`src/rtl/serial_rx_frame_ctrl_if.sv`:
```
// rtl/serial_rx_frame_ctrl_if.sv - received-word valid/ready handshake between receiver and consumer
interface serial_rx_frame_ctrl_if #(
  parameter int N_BITS = 8
);
  logic [N_BITS-1:0] data_out;
  logic              data_valid;
  logic              data_ready;

  modport master (output data_out, output data_valid, input data_ready);
  modport slave  (input data_out, input data_valid, output data_ready);
endinterface

```
`src/rtl/serial_rx_frame_ctrl.sv`:
```
// rtl/serial_rx_frame_ctrl.sv - oversampling serial frame receiver (start, N_BITS LSB-first, stop)
module serial_rx_frame_ctrl #(
  parameter int N_BITS = 8,
  parameter int OVS    = 16,
  parameter int DIV    = 4
) (
  input  logic                  clk,
  input  logic                  reset,
  input  logic                  rx,
  serial_rx_frame_ctrl_if.master stream,
  output logic                  busy,
  output logic                  frame_err,
  output logic                  overrun
);

  localparam int SW = $clog2(OVS);
  localparam int BW = $clog2(N_BITS + 1);
  localparam int DW = (DIV > 1) ? $clog2(DIV) : 1;

  typedef enum logic [1:0] {IDLE, START, DATA, STOP} state_t;

  state_t            state, state_n;
  logic              rx_m, rx_s;
  logic [DW-1:0]     div_cnt;
  logic [SW-1:0]     s_cnt, s_n;
  logic [BW-1:0]     b_cnt, b_n;
  logic [N_BITS-1:0] sreg;
  logic              tick, shift_en, store_en, ferr_en;

  // Divider is parked at 0 in IDLE so every frame's sampling grid starts at its start edge.
  assign tick = (state != IDLE) && (div_cnt == DW'(DIV - 1));
  assign busy = (state != IDLE);

  always_ff @(posedge clk or negedge reset) begin
    if (!reset) begin
      rx_m  <= 1'b1;
      rx_s  <= 1'b1;
      state <= IDLE;
    end else begin
      rx_m  <= rx;
      rx_s  <= rx_m;
      state <= state_n;
    end
  end

  always_comb begin
    state_n  = state;
    s_n      = s_cnt;
    b_n      = b_cnt;
    shift_en = 1'b0;
    store_en = 1'b0;
    ferr_en  = 1'b0;
    case (state)
      IDLE: begin
        s_n = '0;
        b_n = '0;
        if (!rx_s) state_n = START;
      end
      START: if (tick) begin
        if (s_cnt == SW'(OVS/2 - 1)) begin
          s_n     = '0;
          state_n = rx_s ? IDLE : DATA;
        end else begin
          s_n = s_cnt + SW'(1);
        end
      end
      DATA: if (tick) begin
        if (s_cnt == SW'(OVS - 1)) begin
          shift_en = 1'b1;
          s_n      = '0;
          b_n      = b_cnt + BW'(1);
          if (b_cnt == BW'(N_BITS - 1)) state_n = STOP;
        end else begin
          s_n = s_cnt + SW'(1);
        end
      end
      STOP: if (tick) begin
        if (s_cnt == SW'(OVS - 1)) begin
          s_n      = '0;
          state_n  = IDLE;
          store_en = rx_s;
          ferr_en  = !rx_s;
        end else begin
          s_n = s_cnt + SW'(1);
        end
      end
      default: state_n = IDLE;
    endcase
  end

  always_ff @(posedge clk or negedge reset) begin
    if (!reset) begin
      div_cnt           <= '0;
      s_cnt             <= '0;
      b_cnt             <= '0;
      sreg              <= '0;
      stream.data_out   <= '0;
      stream.data_valid <= 1'b0;
      frame_err         <= 1'b0;
      overrun           <= 1'b0;
    end else begin
      div_cnt <= (state == IDLE || tick) ? '0 : div_cnt + DW'(1);
      s_cnt   <= s_n;
      b_cnt   <= b_n;
      if (shift_en) sreg <= {rx_s, sreg[N_BITS-1:1]};
      // A store in the same cycle as an accept keeps valid high: the new word replaces the taken one.
      if (store_en) begin
        stream.data_out   <= sreg;
        stream.data_valid <= 1'b1;
      end else if (stream.data_valid && stream.data_ready) begin
        stream.data_valid <= 1'b0;
      end
      frame_err <= ferr_en;
      overrun   <= store_en && stream.data_valid && !stream.data_ready;
    end
  end

endmodule

```
`src/flat_wrapper.sv`:
```
// flat-port wrapper written by rule: the top's interface ports become plain ports
module serial_rx_frame_ctrl_flat 
#(
  parameter int N_BITS = 8,
  parameter int OVS    = 16,
  parameter int DIV    = 4
)
  (clk, reset, rx, busy, frame_err, overrun, stream_data_out, stream_data_valid, stream_data_ready);
  serial_rx_frame_ctrl_if #(.N_BITS(N_BITS)) stream_i ();
  input  logic clk;
  input  logic reset;
  input  logic rx;
  output logic busy;
  output logic frame_err;
  output logic overrun;
  output wire logic [$bits(stream_i.data_out)-1:0] stream_data_out;
  output wire logic [$bits(stream_i.data_valid)-1:0] stream_data_valid;
  input wire logic [$bits(stream_i.data_ready)-1:0] stream_data_ready;
  assign stream_data_out = stream_i.data_out;
  assign stream_data_valid = stream_i.data_valid;
  assign stream_i.data_ready = stream_data_ready;
  serial_rx_frame_ctrl #(.N_BITS(N_BITS), .OVS(OVS), .DIV(DIV)) u_core (.clk(clk), .reset(reset), .rx(rx), .stream(stream_i), .busy(busy), .frame_err(frame_err), .overrun(overrun));
endmodule
```
`config.mk`:
```
export PLATFORM = sky130hd
export DESIGN_NAME = serial_rx_frame_ctrl_flat
export DESIGN_NICKNAME = d
export VERILOG_FILES = /design/src/rtl/serial_rx_frame_ctrl_if.sv /design/src/rtl/serial_rx_frame_ctrl.sv /design/src/flat_wrapper.sv
export SDC_FILE = /design/constraint.sdc
export NUM_CORES = 1
export LEC_CHECK = 0
export CELL_PAD_IN_SITES_DETAIL_PLACEMENT = 0
export CELL_PAD_IN_SITES_GLOBAL_PLACEMENT = 2
export CORE_ASPECT_RATIO = 1.4
export CORE_MARGIN = 3
export CORE_UTILIZATION = 40
export DETAILED_ROUTE_END_ITERATION = 6
export PLACE_DENSITY = 0.9
export SLEW_MARGIN = 30
export SYNTH_ARGS = -nofsm -noshare
export SYNTH_HDL_FRONTEND = slang
export SYNTH_SLANG_ARGS = --single-unit
```
`constraint.sdc`:
```
create_clock -name clk -period 3.6 [get_ports clk]
set_input_delay 0.36 -clock clk [delete_from_list [all_inputs] [get_ports clk]]
set_output_delay 0.36 -clock clk [all_outputs]
set_load 0.02 [all_outputs]
```
==> results by group, run 1 <==
Status
  – Status: complete, no violations

Clock tree
  – CTS HTree Levels: 2
  – CTS Sinks: 33
  – Post-CTS sizing: 0
  – Hold buffer count at cts: 0
  – CTS tree: yes
  – Num CTS Buffers: 5
  – CTS Root Cell: clkbuf_8
  – Clock transition at path regs: 0.06 ns
  – # Post-CTS Setup Buffers: 0
  – CTS max path bufs: 2
  – Worst-skew pair later-pin latency: around 0.28 ns

Detailed routing
  – Vias/cell: 5.28
  – Drt wl/cell: around 14 um
  – Vias: about 930
  – Routed Antenna Nets: 0
  – DRC viols: 0
  – 1st-pass router iterations: 4
  – 1st-iter DRT viols: 28
  – Final WL: about 2.4 mm

Hold path
  – HP Class: reg -> reg
  – Hold Crit Depth: 0

Finish
  – Post-layout util: 0.508
  – Fraction of layout cells with a size suffix above 1: 0.226
  – Final net count: 143
  – Fin area: 0.00176 mm^2
  – Fill count: slightly above 300
  – Synthesis-to-finish area growth: 19.0%
  – ANT cells: 0

Synthesis
  – Mapped Area: 0.00148 mm^2
  – Simple-gate share of the synthesized area: 0.150
  – Syn Area/Cell: between 10 and 15 um^2
  – Multiplexer share of the synthesized area: 0.162
  – Post-synthesis sequential area ratio: 0.559
  – Synth Area in XOR/XNOR: 0.00591
  – YS warnings: 0
  – Cell variety after synth: 32
  – Ranking of synthesized cells by area: dfrtp_1, mux2_4, mux2_2, dfstp_2, nand3_1
  – Synth Area in Compound Gates: 0.0667
  – Largest area contributor in the netlist: dfrtp_1
  – Yosys top cell area share: 0.524
  – Adder-cell share of the synthesized area: 0.0253
  – FF+latch count, synth: 33
  – Post-Syn Instances: 119
  – Main combinational cell family by area after synthesis: multiplexers
  – Post-synthesis net count: ~130

Timing
  – Fin. max-slew vios: 0
  – Fin crit period: roughly 2.1 ns
  – Worst-Margin Slew: approximately 0.55 ns
  – Setup Viol. Count Final: 0
  – Final Hold Fails: 0
  – Max Fclk: between 400 and 500 MHz
  – Worst slew margin: 0.630
  – RSZ-0062 raised after global routing: no
  – Clock skew: 0.00540 ns
  – Fin Setup TNS: 0 ns
  – Final period utilization: 0.594

Flow run
  – Number of max-cap violations: 0

Die
  – Row cnt: 25
  – Die footprint: 0.00448 mm^2
  – I/O pin cnt: 16
  – Die Span Y: between 70 and 80 um
  – Die Width: 57.4 um
  – Starting Density: 0.427
  – Core Footprint: 0.00347 mm^2

Worst setup path
  – Startpoint Class: flip-flop
  – Crit-path slowest cell: or3_1
  – Worst stage delay on the critical path: 0.64 ns
  – Reg2Reg Depth: 4
  – CP Data Arrival Time: 2.30 ns
  – Crit Path Class: reg -> reg
  – Crit-path max FO: 11
  – Worst path required time: 3.76 ns
  – Crit end category: flip-flop
  – CP Cell Sequence: ha_1 > nand4_4 > or3_1 > mux2_4

GRT
  – Remaining Overflow, GRT: 0
  – Number of global-route vias before repair: approximately 930
  – Initial antenna violation count: 0
  – Largest net degree at the start of global routing: 34
  – GRT Util Overall: 0.120
  – First-pass GRT wire length: around 4.2 mm

Placement
  – Post-DP Area: ~0.0017 mm^2
  – PortBufs: 15
  – RD Place Congestion: 0.646
  – HPWL Detailed: approximately 1.7 mm

Power
  – Total power: ~0.87 mW
  – Max IR drop VDD: ~0.4 mV
  – Cell Pwr Density: between 400 and 500 mW/mm^2
  – Leak Pwr: between 0.8 and 0.9 nW
## through the flow
step           hold slack (ns)  worst slack [ns]  std cells
2_1_floorplan           0.0644              1.82        119
3_3_place_gp             0.347              1.55        169
3_5_place_dp             0.348              1.46        169
4_1_cts                  0.358              1.45        177
5_1_grt                  0.360              1.31        177
6_report                 0.357              1.46        177
## cell usage after synthesis
| cell type | number |
|---|---|
| nor3b_1 | 1 |
| nor3_1 | 2 |
| nand3_1 | 8 |
| nor2_2 | 1 |
| nand4b_1 | 1 |
| mux2_4 | 8 |
| a21oi_1 | 6 |
| buf_2 | 3 |
| dfrtp_1 | 31 |
| o211ai_1 | 2 |
| nor2_1 | 6 |
| dfstp_2 | 2 |
| inv_1 | 3 |
| nor2b_1 | 1 |
| a41oi_1 | 2 |
| o21ai_0 | 4 |
| xor2_1 | 1 |
| nor4b_1 | 1 |
| nand2_1 | 9 |
| and4_2 | 2 |
| ha_1 | 3 |
| clkbuf_1 | 2 |
| or3_1 | 1 |
| mux2i_1 | 3 |
| nor4bb_1 | 1 |
| nand2b_1 | 2 |
| nand4_4 | 1 |
| buf_6 | 1 |
| a211oi_1 | 1 |
| or4_2 | 1 |
| mux2_2 | 8 |
| a211o_1 | 1 |
## flip-flops by register name (all words and copies together) (netlist names), 2 cells and up, named ones only
signal                  count
u_core.sreg                 8
u_core.stream.data_out      8
u_core.b_cnt                4
u_core.s_cnt                4
u_core.div_cnt              2
## layer usage
metal,routed length [um],up-vias,GRT usage
li1,-,461,-
met1,1060,446,0.139
met2,1220,20,0.199
met3,116,7,0.0333
met4,54,0,0.0626
met5,0,-,0
## kinds of logic after synthesis
| logic type | after synthesis |
|---|---|
| xor gates and xnor gates | 1 |
| AOI/OAI and AO/OA | 16 |
| adders and majority gates | 3 |
| muxes | 19 |
| DFF | 33 |
| and+or+nand+nor | 38 |
| buffers and inverters | 9 |
## power breakdown
group / internal, mW / switching (mW) / leakage, nW / total, mW
Combinational: 0.0462 / 0.0548 / 0.331 / 0.101
Sequential: 0.399 / 0.0358 / 0.442 / 0.435
Clock: 0.205 / 0.128 / 0.0552 / 0.333
Total: 0.650 / 0.218 / 0.828 / 0.869
## path summary, 6_finish.rpt
kind	end	slack (ns)	start
min in group asynchronous	u_core.stream.data_valid	0.48	reset
min reg2reg	u_core.rx_s	0.36	u_core.rx_m
max reg2reg	u_core.stream.data_out[7]	1.46	u_core.div_cnt[0]
min	u_core.rx_s	0.36	u_core.rx_m
max in group asynchronous	u_core.rx_s	2.78	reset
max	u_core.stream.data_out[7]	1.46	u_core.div_cnt[0]
## critical path, delay by kind of cell, from the launching register on
kind,cells,cell delay (ns)
AND/OR/NAND/NOR,2,0.84
adder cells (fa/ha/maj),1,0.43
multiplexers,1,0.39
flip-flops,1,0.37
## cell usage in the layout (no fill, tap or decap), types with 3 or more instances in the layout
cell,n
inv_1,3
mux2_4,8
nand2_1,9
mux2i_1,3
a21oi_1,6
nand3_1,8
clkdlybuf4s50_1,15
nor2_1,6
clkbuf_8,5
mux2_2,8
dfrtp_1,31
ha_1,3
o21ai_0,4
## cell type report
cell class / instances / area [um^2] / area share
multi-input cells: 77 / 608 / 0.345
flip-flops and latches: 33 / 828 / 0.470
well taps: 40 / 50.0 / 0.0284
repair buffers: 16 / 158 / 0.0894
clock inverters: 2 / 35.0 / 0.0199
inverters: 3 / 11.3 / 0.00639
clock buffers: 6 / 72.6 / 0.0412
Power figures use the tool's default switching activity.
==> inputs of run 2 (changes only) <==
--- a/config.mk
+++ b/config.mk
@@ -9,9 +9,9 @@
 export CELL_PAD_IN_SITES_GLOBAL_PLACEMENT = 2
 export CORE_ASPECT_RATIO = 1.4
 export CORE_MARGIN = 3
-export CORE_UTILIZATION = 40
+export CORE_UTILIZATION = 34
 export DETAILED_ROUTE_END_ITERATION = 6
-export PLACE_DENSITY = 0.9
+export PLACE_DENSITY = 0.82
 export SLEW_MARGIN = 30
 export SYNTH_ARGS = -nofsm -noshare
 export SYNTH_HDL_FRONTEND = slang
==> constraint.sdc (replaced) <==
create_clock -name clk -period 1.95 [get_ports clk]
set_input_delay 0.195 -clock clk [delete_from_list [all_inputs] [get_ports clk]]
set_output_delay 0.195 -clock clk [all_outputs]
set_load 0.02 [all_outputs]
==> run 2 against run 1 <==
Setup slack got worse by 1.3 ns. Register-to-register slack got worse by 1.3 ns. Clock power increased by 86%. Sequential power increased by 80%. Critical path depth increased by 1. Sequential share of layout area decreased by 1.8 points. Via count increased by 4.9%. Die area increased by 16%. Combinational power increased by 140%. Power increased by 89%. Highest routed layer unchanged. Clock skew increased by 0.0016 ns.
==> results by group, run 2 (same netlist as run 1, synthesis figures left out) <==
Detailed routing
  – 1st-pass router iterations: 4
  – DRC viols: 0
  – 1st-iter DRT viols: 28
  – Routed Antenna Nets: 0
  – Final WL: about 2.6 mm
  – Vias/cell: about 5.2
  – Drt wl/cell: 13.7 um
  – Vias: around 1000

Timing
  – Final period utilization: 0.907
  – WHS: 0.315 ns
  – Fin crit period: about 1.8 ns
  – Fin. max-slew vios: 0
  – Worst slew margin: 0.728
  – Clock skew: between 0.006 and 0.007 ns
  – RSZ-0062 raised after global routing: no
  – Setup Viol. Count Final: 0
  – Final Hold Fails: 0
  – Worst-Margin Slew: 0.407 ns
  – Setup slack after layout: around 0.18 ns
  – Max Fclk: 565 MHz
  – Fin Setup TNS: 0 ns

GRT
  – Number of global-route vias before repair: around 1000
  – First-pass GRT wire length: roughly 4.6 mm
  – Initial antenna violation count: 0
  – Remaining Overflow, GRT: 0
  – Largest net degree at the start of global routing: 34
  – GRT Util Overall: 0.116

Finish
  – Most common cell after layout, fill and taps aside: dfrtp_1
  – Post-layout util: 0.452
  – Area of the multi-input gates: roughly 610 um^2
  – Most frequent cells in the layout: dfrtp_1, clkdlybuf4s50_1, nand2_1, buf_4
  – Fill count: around 390
  – Fraction of layout cells with a size suffix above 1: 0.276
  – Largest registers: u_core.sreg (8), u_core.stream.data_out (8)
  – ANT cells: 0
  – Fin cells: between 150 and 200
  – Synthesis-to-finish area growth: 23.6%
  – Final net count: 151
  – Register area: approximately 830 um^2
  – Fin area: 0.00183 mm^2

Placement
  – RD Place Congestion: ~0.73
  – HPWL Detailed: roughly 1.8 mm
  – PortBufs: 15
  – Placed Cells: 180
  – Post-DP Area: around 0.0017 mm^2
  – Worst slack at placement: 0.0861 ns

Power
  – Cell Pwr Density: around 900 mW/mm^2
  – Max IR drop VDD: around 0.52 mV
  – Internal power: ~1.2 mW
  – Sw Share: 0.255
  – Clock power share: 0.377
  – Total power: between 1.5 and 2 mW
  – Logic pwr share: 0.147
  – Leak Pwr: ~0.87 nW
  – Flop pwr share: 0.476
  – Sw Pwr: between 0.4 and 0.5 mW

Worst setup path
  – CP Data Arrival Time: roughly 1.9 ns
  – Crit Path Class: reg -> reg
  – Crit-path max FO: 8
  – Worst path required time: around 2.1 ns
  – Crit end category: flip-flop
  – Startpoint Class: flip-flop

Die
  – Core Footprint: 0.00405 mm^2
  – Starting Density: 0.365
  – Die Width: around 60 um
  – I/O pin cnt: 16
  – Die Span Y: 84.1 um
  – Row cnt: 27
  – Die footprint: just over 0.005 mm^2

Clock tree
  – CTS Root Cell: clkbuf_8
  – Num CTS Buffers: 5
  – CTS tree: yes
  – Clock transition at path regs: approximately 0.070 ns
  – CTS HTree Levels: 2
  – CTS Sinks: 33
  – Worst-skew pair later-pin latency: roughly 0.28 ns
  – # Post-CTS Setup Buffers: 0
  – CTS max path bufs: 2

Hold path
  – HP Class: in -> async

Status
  – Status: complete, no violations

Flow run
  – Number of max-cap violations: 0
==> run 2: cell count changes in the layout (fill, tap and decap cells not counted), sizes merged <==
cell / change
buf: +8
==> run 2: routing by layer <==
metal,wire (um),global-route usage,part of all wire,vias up
li1,-,-,-,472
met1,1110,0.141,0.43,482
met2,1310,0.187,0.51,20
met3,103,0.0387,0.040,6
met4,42,0.0425,0.016,0
met5,0,0,0,-
==> run 2: cell type report <==
class,count,area share
clock inverter,2,0.0191
multi-input combinational,77,0.335
tap,43,0.0294
clock buffer,6,0.0396
sequential,33,0.452
timing repair buffer,24,0.119
inverter,3,0.00615
==> run 2: power by group through the flow <==
stage	clock network, mW	registers (mW)	logic [mW]
after floorplan	0	0.779	0.170
after global placement	0	0.792	0.239
after detailed placement	0	0.795	0.245
after CTS	0.641	0.782	0.247
after global routing	0.678	0.793	0.274
final	0.620	0.784	0.242
==> run 2: worst paths after layout <==
check                      depth (start not counted)             end  slack [ns]            start
hold reg to reg                                    0     u_core.rx_s        0.36      u_core.rx_m
setup / recovery                                   5  u_core.sreg[6]        0.18  u_core.s_cnt[0]
hold / removal                                     2  u_core.overrun        0.32            reset
min in group clk                                   1     u_core.rx_m        0.32               rx
max in group asynchronous                          2     u_core.rx_s        1.31            reset
setup reg to reg                                   5  u_core.sreg[6]        0.18  u_core.s_cnt[0]
==> run 2: critical path: stages (launching register included) <==
cell	delay (ns)
dfrtp_1	0.41
ha_1	0.25
nand4_4	0.11
buf_4	0.17
nor2_2	0.33
mux2_2	0.38
==> run 2: what timing repair did <==
action                     4_1_cts  5_1_grt
gates resized for setup          0        1
setup endpoints to repair        0        2
hold buffers                     0        0
==> inputs of run 3 (changes only) <==
--- a/config.mk
+++ b/config.mk
@@ -12,7 +12,7 @@
 export CORE_UTILIZATION = 34
 export DETAILED_ROUTE_END_ITERATION = 6
 export PLACE_DENSITY = 0.82
-export SLEW_MARGIN = 30
+export SLEW_MARGIN = 20
 export SYNTH_ARGS = -nofsm -noshare
 export SYNTH_HDL_FRONTEND = slang
 export SYNTH_SLANG_ARGS = --single-unit
==> results of run 3 <==
The final DEF is identical to that of run 2; final timing and power are the same.
